==> config.mk <==
export PLATFORM = sky130hd
export DESIGN_NAME = rvb_mcu_issue
export DESIGN_NICKNAME = d
export VERILOG_FILES = /design/src/rtl/rvb_mcu_issue_pkg.sv /design/src/rtl/rvb_mcu_issue_tagfifo.sv /design/src/rtl/rvb_mcu_issue.sv
export SDC_FILE = /design/constraint.sdc
export NUM_CORES = 1
export LEC_CHECK = 0
export CAP_MARGIN = 20
export CORE_UTILIZATION = 39
export DETAILED_ROUTE_END_ITERATION = 10
export PLACE_DENSITY = 0.79
export SLEW_MARGIN = 20
export SYNTH_ARGS = -nofsm -noshare
export SYNTH_HDL_FRONTEND = slang
export SYNTH_HIERARCHICAL = 1
export SYNTH_SLANG_ARGS = --single-unit
==> constraint.sdc <==
create_clock -name clock -period 2.77 [get_ports clock]
set_input_delay 0.554 -clock clock [delete_from_list [all_inputs] [get_ports clock]]
set_output_delay 0.554 -clock clock [all_outputs]
set_load 0.02 [all_outputs]
==> src/rtl/rvb_mcu_issue_pkg.sv <==
// Shared definitions for the bit-manipulation issue path: instruction field
// positions, the destination-register type and the decoded op-select bits.
package rvb_mcu_issue_pkg;

  localparam int RVB_INSN_RD_LSB = 7;
  localparam int RVB_INSN_RD_W   = 5;
  localparam int RVB_INSN_B3     = 3;
  localparam int RVB_INSN_B13    = 13;
  localparam int RVB_INSN_B14    = 14;

  typedef logic [RVB_INSN_RD_W-1:0] rd_idx_t;

  typedef struct packed {
    logic insn14;
    logic insn13;
    logic insn3;
  } op_sel_t;

  function automatic rd_idx_t insn_rd(input logic [31:0] insn);
    return insn[RVB_INSN_RD_LSB +: RVB_INSN_RD_W];
  endfunction

endpackage

==> src/rtl/rvb_mcu_issue_tagfifo.sv <==
// Circular FIFO of destination-register tags for ops in flight in the unit.
// Occupancy is tracked separately so full and empty are unambiguous.
module rvb_mcu_issue_tagfifo
  import rvb_mcu_issue_pkg::*;
#(
  parameter int DEPTH = 2
) (
  input  logic    clock,
  input  logic    resetn,
  input  logic    push,
  input  rd_idx_t push_tag,
  input  logic    pop,
  output logic    full,
  output logic    empty,
  output rd_idx_t head
);

  localparam int PW = (DEPTH > 1) ? $clog2(DEPTH) : 1;
  localparam int OW = $clog2(DEPTH + 1);

  rd_idx_t         mem [DEPTH];
  logic [PW-1:0]   wr_ptr;
  logic [PW-1:0]   rd_ptr;
  logic [OW-1:0]   occ;

  // Pointers wrap at DEPTH, which need not be a power of two.
  function automatic logic [PW-1:0] ptr_next(input logic [PW-1:0] p);
    return (p == PW'(DEPTH - 1)) ? '0 : p + 1'b1;
  endfunction

  always_ff @(posedge clock or negedge resetn) begin
    if (!resetn) begin
      wr_ptr <= '0;
      rd_ptr <= '0;
      occ    <= '0;
    end else begin
      if (push) wr_ptr <= ptr_next(wr_ptr);
      if (pop)  rd_ptr <= ptr_next(rd_ptr);
      case ({push, pop})
        2'b10:   occ <= occ + 1'b1;
        2'b01:   occ <= occ - 1'b1;
        default: occ <= occ;
      endcase
    end
  end

  always_ff @(posedge clock) begin
    if (push) mem[wr_ptr] <= push_tag;
  end

  assign full  = (occ == OW'(DEPTH));
  assign empty = (occ == '0);
  assign head  = mem[rd_ptr];

endmodule

==> src/rtl/rvb_mcu_issue.sv <==
// CPU-side initiator for the multi-cycle bit-manipulation units: registers ops
// towards the unit, tags them with rd, and returns {rd, result} for writeback.
module rvb_mcu_issue
  import rvb_mcu_issue_pkg::*;
#(
  parameter int XLEN  = 32,
  parameter int DEPTH = 2
) (
  input  logic            clock,
  input  logic            resetn,
  input  logic            req_valid,
  output logic            req_ready,
  input  logic [31:0]     req_insn,
  input  logic [XLEN-1:0] req_rs1,
  input  logic [XLEN-1:0] req_rs2,
  output logic            din_valid,
  input  logic            din_ready,
  output logic [XLEN-1:0] din_rs1,
  output logic [XLEN-1:0] din_rs2,
  output logic            din_insn3,
  output logic            din_insn13,
  output logic            din_insn14,
  input  logic            dout_valid,
  output logic            dout_ready,
  input  logic [XLEN-1:0] dout_rd,
  output logic            wb_valid,
  input  logic            wb_ready,
  output logic [4:0]      wb_rd_idx,
  output logic [XLEN-1:0] wb_data,
  output logic            busy,
  output logic            err
);

  if (!(XLEN == 32 || XLEN == 64)) begin : g_bad_xlen
    $error("rvb_mcu_issue: XLEN must be 32 or 64");
  end
  if (DEPTH < 1 || DEPTH > 8) begin : g_bad_depth
    $error("rvb_mcu_issue: DEPTH must be 1..8");
  end

  localparam int CW = $clog2(DEPTH + 1);

  logic [CW-1:0] cnt;
  logic          req_fire;
  logic          dout_fire;
  logic          wb_fire;
  logic          tag_pop;
  logic          tag_full;
  logic          tag_empty;
  rd_idx_t       tag_head;
  op_sel_t       req_sel;

  // Ready terms are gated by resetn so every output reads 0 while in reset.
  assign req_ready  = resetn && (!din_valid || din_ready) && (cnt < CW'(DEPTH)) && !tag_full;
  assign dout_ready = resetn && (tag_empty || !wb_valid || wb_ready);
  assign busy       = din_valid || (cnt != '0);

  assign req_fire  = req_valid && req_ready;
  assign dout_fire = dout_valid && dout_ready;
  assign wb_fire   = wb_valid && wb_ready;
  assign tag_pop   = dout_fire && !tag_empty;

  assign req_sel.insn14 = req_insn[RVB_INSN_B14];
  assign req_sel.insn13 = req_insn[RVB_INSN_B13];
  assign req_sel.insn3  = (XLEN == 64) ? req_insn[RVB_INSN_B3] : 1'b0;

  rvb_mcu_issue_tagfifo #(.DEPTH(DEPTH)) u_tagfifo (
    .clock    (clock),
    .resetn   (resetn),
    .push     (req_fire),
    .push_tag (insn_rd(req_insn)),
    .pop      (tag_pop),
    .full     (tag_full),
    .empty    (tag_empty),
    .head     (tag_head)
  );

  // Issue register: payload only loads on req fire, so it is stable while stalled.
  always_ff @(posedge clock or negedge resetn) begin
    if (!resetn) begin
      din_valid  <= 1'b0;
      din_rs1    <= '0;
      din_rs2    <= '0;
      din_insn3  <= 1'b0;
      din_insn13 <= 1'b0;
      din_insn14 <= 1'b0;
    end else if (req_fire) begin
      din_valid  <= 1'b1;
      din_rs1    <= req_rs1;
      din_rs2    <= req_rs2;
      din_insn3  <= req_sel.insn3;
      din_insn13 <= req_sel.insn13;
      din_insn14 <= req_sel.insn14;
    end else if (din_ready) begin
      din_valid  <= 1'b0;
    end
  end

  // A result with no pending tag is swallowed and flagged instead of written back.
  always_ff @(posedge clock or negedge resetn) begin
    if (!resetn) begin
      wb_valid  <= 1'b0;
      wb_rd_idx <= '0;
      wb_data   <= '0;
      err       <= 1'b0;
    end else begin
      if (tag_pop) begin
        wb_valid  <= 1'b1;
        wb_rd_idx <= tag_head;
        wb_data   <= dout_rd;
      end else if (wb_fire) begin
        wb_valid  <= 1'b0;
      end
      if (dout_fire && tag_empty) err <= 1'b1;
    end
  end

  always_ff @(posedge clock or negedge resetn) begin
    if (!resetn) begin
      cnt <= '0;
    end else begin
      case ({req_fire, wb_fire})
        2'b10:   cnt <= cnt + 1'b1;
        2'b01:   cnt <= cnt - 1'b1;
        default: cnt <= cnt;
      endcase
    end
  end

endmodule
-- Yosys cells after proc, flatten, opt, wreduce, memory -nomap -nowiden
Memory sizes are Yosys's and may differ from the RTL's. A register that Yosys moved wholly into a read port is not among the register bits.
Index checks and enable logic that the tools add are counted.
- register bits after elaboration: 107
- memory bits (writable): 10
- input bits: 134
- output and inout port bits: 110
- logic and storage cells: 59
- memories kept: 1
- $add $sub $neg: 6
- order comparisons: 1
- equal/unequal tests: 5
- multiplexer cells: 10
- reductions and logical operators: 24
- memory list (name ; words ; width ; rd ports ; clocked after Yosys merged registers in ; wr ports ; RTL line ; text):
    u_tagfifo.mem ; 2 ; 5 ; 1 ; 1 ; 1 ; rvb_mcu_issue_tagfifo.sv:21 ; rd_idx_t mem [DEPTH];
- operators by type and width (kind ; count):
    nonzero test 2 bit ; 5
    logical AND 1 bit ; 9
    2-to-1 mux 1 bit ; 8
    one-hot mux 2 bit (2 select lines) ; 2
    equality test 2 bit, second input constant ; 3
    zero test 1 bit ; 5
    adder 2 x 1 -> 2 bit, second input constant ; 2
    equality test 2 x 1 -> 1 bit, second input constant ; 2
    logical OR 1 bit ; 4
    subtractor 2 x 1 -> 2 bit, second input constant ; 2
    adder 1 bit, second input constant ; 2
    zero test 2 bit ; 1
    less-than comparator 2 bit, second input constant ; 1

-- Longest topological paths before layout
Gate-level depths: netlist of the first run.
- depth after elaboration: 8
- mapped depth: 11
- gate-level depth less buffers: 9

-- Hierarchy
Netlist of the first run, hierarchy kept.
- modules (own cells, without submodules) (module ; instances ; cells each ; area an instance (um2) ; seq. area each (um2)):
    rvb_mcu_issue ; 1 ; 243 ; 4117.7 ; 2702.6
    rvb_mcu_issue_tagfifo ; 1 ; 32 ; 548.0 ; 400.4

-- Worst setup path after synthesis of the first run
No wires, ideal clock.
- kind: register -> register
- from: reg u_tagfifo.occ[0]
- to: reg u_tagfifo.occ[1]
- setup time: 0.079 ns
- data arrival time: 1.898 ns
- required time: 2.691 ns
- path slack: 0.793 ns
- stages on the path, launching flop included: 11
- buffers on the path: 2
- clock period less this slack: 1.977 ns
- cells stage by stage: dfrtp_1 and2b_2 nor2_1 nand4_2 buf_6 buf_6 inv_1 inv_1 ha_1 nor2_1 xor2_1
- elaborated cells between the ends (all ways): 17
- classes of those cells: 2 x add/sub; 3 x eq/ne; 1 x mux; 11 x reduce/logical
- RTL lines (what ; RTL line ; text):
    start, declared ; rvb_mcu_issue_tagfifo.sv:24 ; logic [OW-1:0] occ;
    start signal, assigned ; rvb_mcu_issue_tagfifo.sv:40 ; 2'b10: occ <= occ + 1'b1;
    start signal, assigned ; rvb_mcu_issue_tagfifo.sv:41 ; 2'b01: occ <= occ - 1'b1;
    equality test 2 bit (*) ; rvb_mcu_issue_tagfifo.sv:51 ; assign full = (occ == OW'(DEPTH));
    named net tag_full ; rvb_mcu_issue.sv:48 ; logic tag_full;
    zero test 1 bit (*) ; rvb_mcu_issue.sv:54 ; assign req_ready = resetn && (!din_valid || din_ready) && (cnt < CW'(DEPTH)) && !tag_full;
    logical AND 1 bit (*) ; rvb_mcu_issue.sv:54 ;
    logical AND 1 bit (*) ; rvb_mcu_issue.sv:58 ; assign req_fire = req_valid && req_ready;
    named net req_fire ; rvb_mcu_issue.sv:44 ; logic req_fire;
    equality test 2 x 1 -> 1 bit / equality test 2 bit (equally long branches) ; rvb_mcu_issue_tagfifo.sv:39 ; case ({push, pop})
    one-hot mux 2 bit (2 select lines) / nonzero test 2 bit (equally long branches) ; - ;
The timed path passes the listed nets; every way through them passes the cells marked *.
A chain may end at the register's enable or synchronous reset.

-- Final worst setup path of the first run
- from: reg u_tagfifo.occ[0]
- to: out req_ready
- cells in the longest elaborated chain, start to end: 3
- ends and longest elaborated chain (what ; RTL line ; text):
    equality test 2 bit ; rvb_mcu_issue_tagfifo.sv:51 ;
    named net tag_full ; rvb_mcu_issue.sv:48 ;
    zero test 1 bit ; rvb_mcu_issue.sv:54 ;
    logical AND 1 bit ; rvb_mcu_issue.sv:54 ;
    end, declared ; rvb_mcu_issue.sv:12 ; output logic req_ready,
The timed path passes the listed nets, and every way through them passes these cells.

==> results of run 1 <==
[logic make-up after synthesis]
kind of cell | count (synthesis)
flops | 122
simple gates | 16
other cells | 1
compound gates | 3
buf+inv | 15
mux | 108
xor+xnor | 8
fa+ha+maj | 2
[timing repair]
item                                    in CTS  in global routing
resized for setup                            0                  0
setup buffers                                0                  0
endpoints found under the setup margin       0                  0
endpoints found under the hold margin        2                  0
hold buffers                                 1                  0
[worst max-delay path by stage]
stage / from / slack (ps) / end / cells after the start
floorplan: u_tagfifo/occ[0] / 790 / u_tagfifo/occ[1] / 10
global placement: din_ready / 240 / req_ready / 4
detailed placement: din_ready / 230 / req_ready / 4
CTS: u_tagfifo/occ[0] / 120 / req_ready / 4
global route: u_tagfifo/occ[0] / 70 / req_ready / 4
finish: u_tagfifo/occ[0] / 160 / req_ready / 4
[report_power, final]
part	internal (mW)	switching (mW)
Clock	1.25	0.705
Combinational	2.22	1.85
Sequential	2.65	0.449
[routing by layer]
| layer | GRT usage [%] | vias to the layer above | routed length (microns) |
|---|---|---|---|
| li1 | - | 1425 | - |
| met1 | 21.1 | 1535 | 4170 |
| met2 | 33.0 | 130 | 5650 |
| met3 | 7.02 | 26 | 924 |
| met4 | 10.1 | 0 | 296 |
| met5 | 0 | - | 0 |
[Yosys cell counts]
| cell | number | share of area (%) |
|---|---|---|
| ha_1 | 2 | 0.54 |
| or3_1 | 1 | 0.13 |
| nand2b_1 | 2 | 0.27 |
| nor2_1 | 5 | 0.40 |
| nand2_1 | 2 | 0.16 |
| o21ai_0 | 1 | 0.11 |
| edfxtp_1 | 10 | 6.4 |
| dfrtp_1 | 112 | 60 |
| and2b_2 | 1 | 0.19 |
| and2_1 | 2 | 0.27 |
| buf_4 | 2 | 0.32 |
| a31o_2 | 1 | 0.19 |
| mux2_4 | 7 | 2.3 |
| conb_1 | 1 | 0.080 |
| inv_1 | 2 | 0.16 |
| buf_2 | 7 | 0.75 |
| xor2_1 | 4 | 0.75 |
| mux2_1 | 19 | 4.6 |
| o21a_1 | 1 | 0.16 |
| buf_6 | 4 | 0.97 |
| mux2_2 | 82 | 20 |
| xnor2_1 | 4 | 0.75 |
| nand4_2 | 1 | 0.27 |
| nor3b_2 | 1 | 0.27 |
| and3_1 | 1 | 0.13 |
[state kept, by name, indices dropped and copies added, names as in the netlist, 2 cells and up]
| register | cells |
|---|---|
| din_rs1 | 32 |
| din_rs2 | 32 |
| wb_data | 32 |
| u_tagfifo/mem | 10 |
| wb_rd_idx | 5 |
| cnt | 2 |
| u_tagfifo/occ | 2 |
[final cells by class]
| class | count | area, sq um | share of cell area [%] |
|---|---|---|---|
| flip-flops and latches | 122 | 3100 | 41.2 |
| repair buffers | 225 | 2230 | 29.7 |
| multi-input cells | 138 | 1480 | 19.6 |
| clock buffers | 29 | 520 | 6.91 |
| well taps | 143 | 179 | 2.38 |
| clock inverters | 2 | 10.0 | 0.133 |
| inverters | 2 | 7.51 | 0.0997 |
[through the flow]
step / total power, mW / std cells / setup WS [ps] / cell area [sq um] / utilization [%]
after floorplan: 5.15 / 275 / 793 / 4670 / -
after global placement: 7.11 / 629 / 243 / 6990 / 60.7
after detailed placement: 7.24 / 629 / 230 / 6990 / 60.7
after CTS: 9.26 / 661 / 118 / 7530 / 65.4
after global routing: 9.59 / 661 / 67.4 / 7530 / 65.4
final: 9.14 / 661 / 160 / 7530 / 65.4
==> impl_metrics.py, run 1 <==
metrics = {
    "outcome": {
        "status": "finished, violations left",
        "violations": "DRC",
    },
    "final_layout": {
        "num-fill-cells": 864,
        "nets": 642,
        "area_growth_syn_to_layout_pct": 61.3,
        "final_cell_mix": "216 x clkdlybuf4s50_1, 112 x dfrtp_1, 82 x mux2_2",
        "layout_commonest_cell": "clkdlybuf4s50_1",
        "diodes": 0,
        "layout-drive-gt1-share_pct": 24.1,
    },
    "worst_setup_path": {
        "critPathTopFamily": "simple AND/OR/NAND/NOR gates",
        "endpoint_kind": "output port",
        "regToRegSetupSlack_ps": 830,
        "cpPeakStageDelay_ps": 610,
        "required_ps": 2220,
        "critPathSlowestCell": "clkdlybuf4s50_1",
        "crit_buf_inv": 1,
        "crit_fanout": 4,
        "timing.critical_path.cells": "and2b_2 -> nor2_1 -> and3_1 -> clkdlybuf4s50_1",
        "path_class": "flip-flop to output port",
        "reg2reg_to": "u_tagfifo/mem[0][1]",
        "crit_path_start_kind": "flip-flop",
        "reg2reg_from": "u_tagfifo/occ[0]",
        "r2r_cells": 6,
        "cp.arrival_ps": 2060,
    },
    "route": {
        "vias_per_cell": 4.71,
        "drt_pass1_iterations": 8,
        "drc_errors": 28,
        "drt_iter0_drc": 95,
        "ant_nets": 0,
        "drt-total-wl_mm": 11.0,
        "wire_per_inst_microns": 16.7,
        "dr_total_vias": 3116,
    },
    "worst_hold_path": {
        "whs_path_depth": 1,
        "hold_end": "err",
        "min_path_type": "flip-flop to flip-flop",
        "hp-start": "err",
    },
    "power_and_ir_drop": {
        "p_leak_nw": 3.16,
        "ir_worst_vdd_mv": 0.746,
        "power_density_nw_per_um2": 1210,
    },
    "timing": {
        "setup_tns_ps": 0,
        "setup_viol": 0,
        "period_share_pct": 94.2,
        "fin_skew_ps": 4.63,
        "period_needed_ps": 2610,
        "whs_ps": 474,
        "max_slew_margin_pct": 58.7,
        "final_hold_viol_count": 0,
        "drv_slew": 0,
        "fmax_mhz": 383,
        "rsz0062_at_grt": "no",
        "tightest_slew_ps": 619,
    },
    "clock_tree": {
        "cts_tree": "done",
        "cts.path.max_buffers": 2,
        "htree_levels": 4,
        "clock-sinks": 122,
        "clkTransAtPathRegs_ps": 50,
        "clock_latency_ps": 410,
        "cts.root.buffer_cell": "clkbuf_16",
        "numCtsBuffers": 17,
    },
    "logic_synthesis": {
        "yosysSeqAreaShare_pct": 66.5,
        "netlist_area_sq_um": 4670,
        "syn-num-nets": 411,
        "synth_top_family_by_area": "multiplexers",
        "yosysWarnings": 6,
        "synthSimpleGateAreaFrac_pct": 2.09,
        "synth.distinct_cells": 25,
        "synth.avg_cell_area_sq_um": 17.0,
        "synth_seq_cells": 122,
        "synth_xor_area_share_pct": 1.50,
        "synth_fa_ha_area_share_pct": 0.536,
        "postSynthCellCount": 275,
        "synthMuxAreaShare_pct": 26.6,
        "synth_compound_area_share_pct": 0.456,
    },
    "global_route": {
        "grt_pass1_wl_mm": 18.1,
        "antenna_found_initial": 0,
        "grt_max_degree": 50,
        "grt_pass1_vias": 3567,
        "overflow": 0,
        "track_usage_pct": 19.3,
    },
    "floorplanning": {
        "dieHeight_microns": 111,
        "start_util_pct": 40.5,
        "core_area_sq_um": 11500,
        "dieArea_sq_um": 12400,
        "rows": 39,
        "design.portCount": 244,
        "die-width_microns": 111,
    },
    "placed_design": {
        "finalWeightedCongestion": 0.727,
        "dp_hpwl_mm": 8.25,
        "portBuffers": 217,
    },
    "job": {
        "maxCapViolations": 0,
    },
}
(Power assumes the default switching activity.)
==> run 2: changes to the inputs <==
--- a/config.mk
+++ b/config.mk
@@ -9,7 +9,6 @@
 export CORE_UTILIZATION = 39
 export DETAILED_ROUTE_END_ITERATION = 10
 export PLACE_DENSITY = 0.79
-export SLEW_MARGIN = 20
 export SYNTH_ARGS = -nofsm -noshare
 export SYNTH_HDL_FRONTEND = slang
 export SYNTH_HIERARCHICAL = 1
==> results of run 2 <==
No change in the layout: final DEF, timing and power equal those of run 1.
==> run 3: changes to the inputs <==
--- a/config.mk
+++ b/config.mk
@@ -9,6 +9,7 @@
 export CORE_UTILIZATION = 39
 export DETAILED_ROUTE_END_ITERATION = 10
 export PLACE_DENSITY = 0.79
+export SETUP_SLACK_MARGIN = 0.5
 export SYNTH_ARGS = -nofsm -noshare
 export SYNTH_HDL_FRONTEND = slang
 export SYNTH_HIERARCHICAL = 1
==> constraint.sdc (replaced) <==
create_clock -name clock -period 2.9 [get_ports clock]
set_input_delay 0.58 -clock clock [delete_from_list [all_inputs] [get_ports clock]]
set_output_delay 0.58 -clock clock [all_outputs]
set_load 0.02 [all_outputs]
==> run 3 against run 2 <==
Against the previous run:
- flip-flop and latch count did not move
- routed wire length fell by 1.1%
- non-clock buffer count did not move
- clock skew rose by 3.2 ps
- sequential share of layout area fell by 0.41 points
- global-route usage fell by 0.24 points
- critical endpoint is now busy
- combinational power fell by 5%
- power fell by 2.2%
- the flow still finishes with violations (DRC)
- design area rose by 1.0%
==> impl_metrics.py, run 3 (synthesized netlist as in run 1, its figures left out) <==
metrics = {
    "floorplanning": {
        "start_util_pct": 40.5,
        "design.portCount": 244,
        "die-width_microns": 111,
        "rows": 39,
        "dieHeight_microns": 111,
        "dieArea_sq_um": 12400,
        "core_area_sq_um": 11500,
    },
    "worst_setup_path": {
        "critPathSlowestCell": "clkdlybuf4s50_1",
        "cpPeakStageDelay_ps": 550,
        "r2r_cells": 6,
        "crit_fanout": 3,
        "required_ps": 2320,
        "crit_cells": 2,
        "crit_path_start_kind": "flip-flop",
        "crit_buf_inv": 1,
        "endpoint_kind": "output port",
        "timing.critical_path.cells": "or3_1 -> clkdlybuf4s50_1",
        "path_class": "flip-flop to output port",
        "critPathTopFamily": "buffers and inverters",
        "cp.arrival_ps": 1730,
    },
    "route": {
        "wire_per_inst_microns": 16.5,
        "drc_errors": 28,
        "dr_total_vias": 3120,
        "drt-total-wl_mm": 10.9,
        "vias_per_cell": 4.72,
        "drt_iter0_drc": 68,
        "drt_pass1_iterations": 7,
        "ant_nets": 0,
    },
    "final_layout": {
        "num-fill-cells": 865,
        "fin_cells": 661,
        "reg_top3": "din_rs1: 32 flops, din_rs2: 32 flops, wb_data: 32 flops",
        "nets": 642,
        "layout-drive-gt1-share_pct": 25.1,
        "layout_commonest_cell": "clkdlybuf4s50_1",
        "area_growth_syn_to_layout_pct": 63.0,
        "diodes": 0,
        "final_cell_mix": "214 x clkdlybuf4s50_1, 112 x dfrtp_1, 82 x mux2_2",
    },
    "timing": {
        "max_slew_margin_pct": 59.8,
        "whs_ps": 252,
        "period_needed_ps": 2310,
        "final_hold_viol_count": 0,
        "fin_skew_ps": 7.79,
        "period_share_pct": 79.7,
        "tightest_slew_ps": 602,
        "setup_viol": 0,
        "setup_tns_ps": 0,
        "rsz0062_at_grt": "no",
        "drv_slew": 0,
        "fmax_mhz": 433,
    },
    "job": {
        "maxCapViolations": 0,
    },
    "global_route": {
        "overflow": 0,
        "grt_max_degree": 50,
        "track_usage_pct": 19.1,
        "grt_pass1_vias": 3578,
        "grt_pass1_wl_mm": 18.0,
        "antenna_found_initial": 0,
    },
    "outcome": {
        "status": "finished, violations left",
        "violations": "DRC",
    },
    "placed_design": {
        "finalWeightedCongestion": 0.748,
        "portBuffers": 217,
        "dp_hpwl_mm": 8.15,
        "dp_cells": 629,
    },
    "clock_tree": {
        "clock-sinks": 122,
        "cts.root.buffer_cell": "clkbuf_16",
        "htree_levels": 4,
        "clkTransAtPathRegs_ps": 60,
        "clock_latency_ps": 400,
        "post_cts_buffers": 0,
        "cts.path.max_buffers": 2,
        "cts_tree": "done",
        "numCtsBuffers": 17,
    },
    "power_and_ir_drop": {
        "p_leak_nw": 3.19,
        "power_density_nw_per_um2": 1170,
        "ir_worst_vdd_mv": 0.578,
    },
    "worst_hold_path": {
        "min_path_type": "input pin to asynchronous set/reset pin",
    },
}
## run 3: area by class of cell
| type | count | area (sq um) | share of cell area, % |
|---|---|---|---|
| Tap cell | 143 | 179 | 2.35 |
| Clock inverter | 6 | 85.1 | 1.12 |
| Inverter | 2 | 7.51 | 0.0987 |
| Multi-Input combinational cell | 138 | 1480 | 19.5 |
| Timing Repair Buffer | 225 | 2240 | 29.5 |
| Sequential cell | 122 | 3100 | 40.8 |
| Clock buffer | 25 | 507 | 6.66 |
## run 3: what timing repair did
item,CTS,global route
endpoints found under the hold margin,4,0
endpoints found under the setup margin,2,1
resized for setup,3,1
cloned,0,0
hold buffers,1,0
## run 3: metal layers
layer  part of all wire, %  wire (microns)  vias to the layer above  global-route usage, %
li1                      -               -                     1424                      -
met1                    37            4080                     1537                   20.9
met2                    52            5640                      133                   32.8
met3                   8.3             905                       26                   7.40
met4                   2.7             291                        0                   8.56
met5                     0               0                        -                      0
## run 3: final timing paths
path | slack (ps) | startpoint | end
setup / recovery | 590 | cnt[1] | busy
hold / removal | 250 | resetn | din_rs1[27]
setup reg to reg | 950 | u_tagfifo/occ[0] | u_tagfifo/mem[0][3]
hold reg to reg | 470 | err | err
max in group asynchronous | 2100 | resetn | u_tagfifo/occ[1]
min in group clock | 470 | err | err
## run 3: where the power goes
group          internal, mW  switching, mW  total, mW
logic                  2.13           1.76       3.89
registers              2.53          0.433       2.97
clock network          1.38          0.701       2.08
## run 3: stage by stage
step	worst slack (ps)	total power, mW	util (%)	area, sq um
6_report	589	8.93	66.0	7600
5_1_grt	511	9.37	66.0	7600
4_1_cts	521	9.04	66.0	7600
3_5_place_dp	333	6.92	60.8	7000
3_3_place_gp	328	6.79	60.8	7000
2_1_floorplan	923	4.92	-	4670
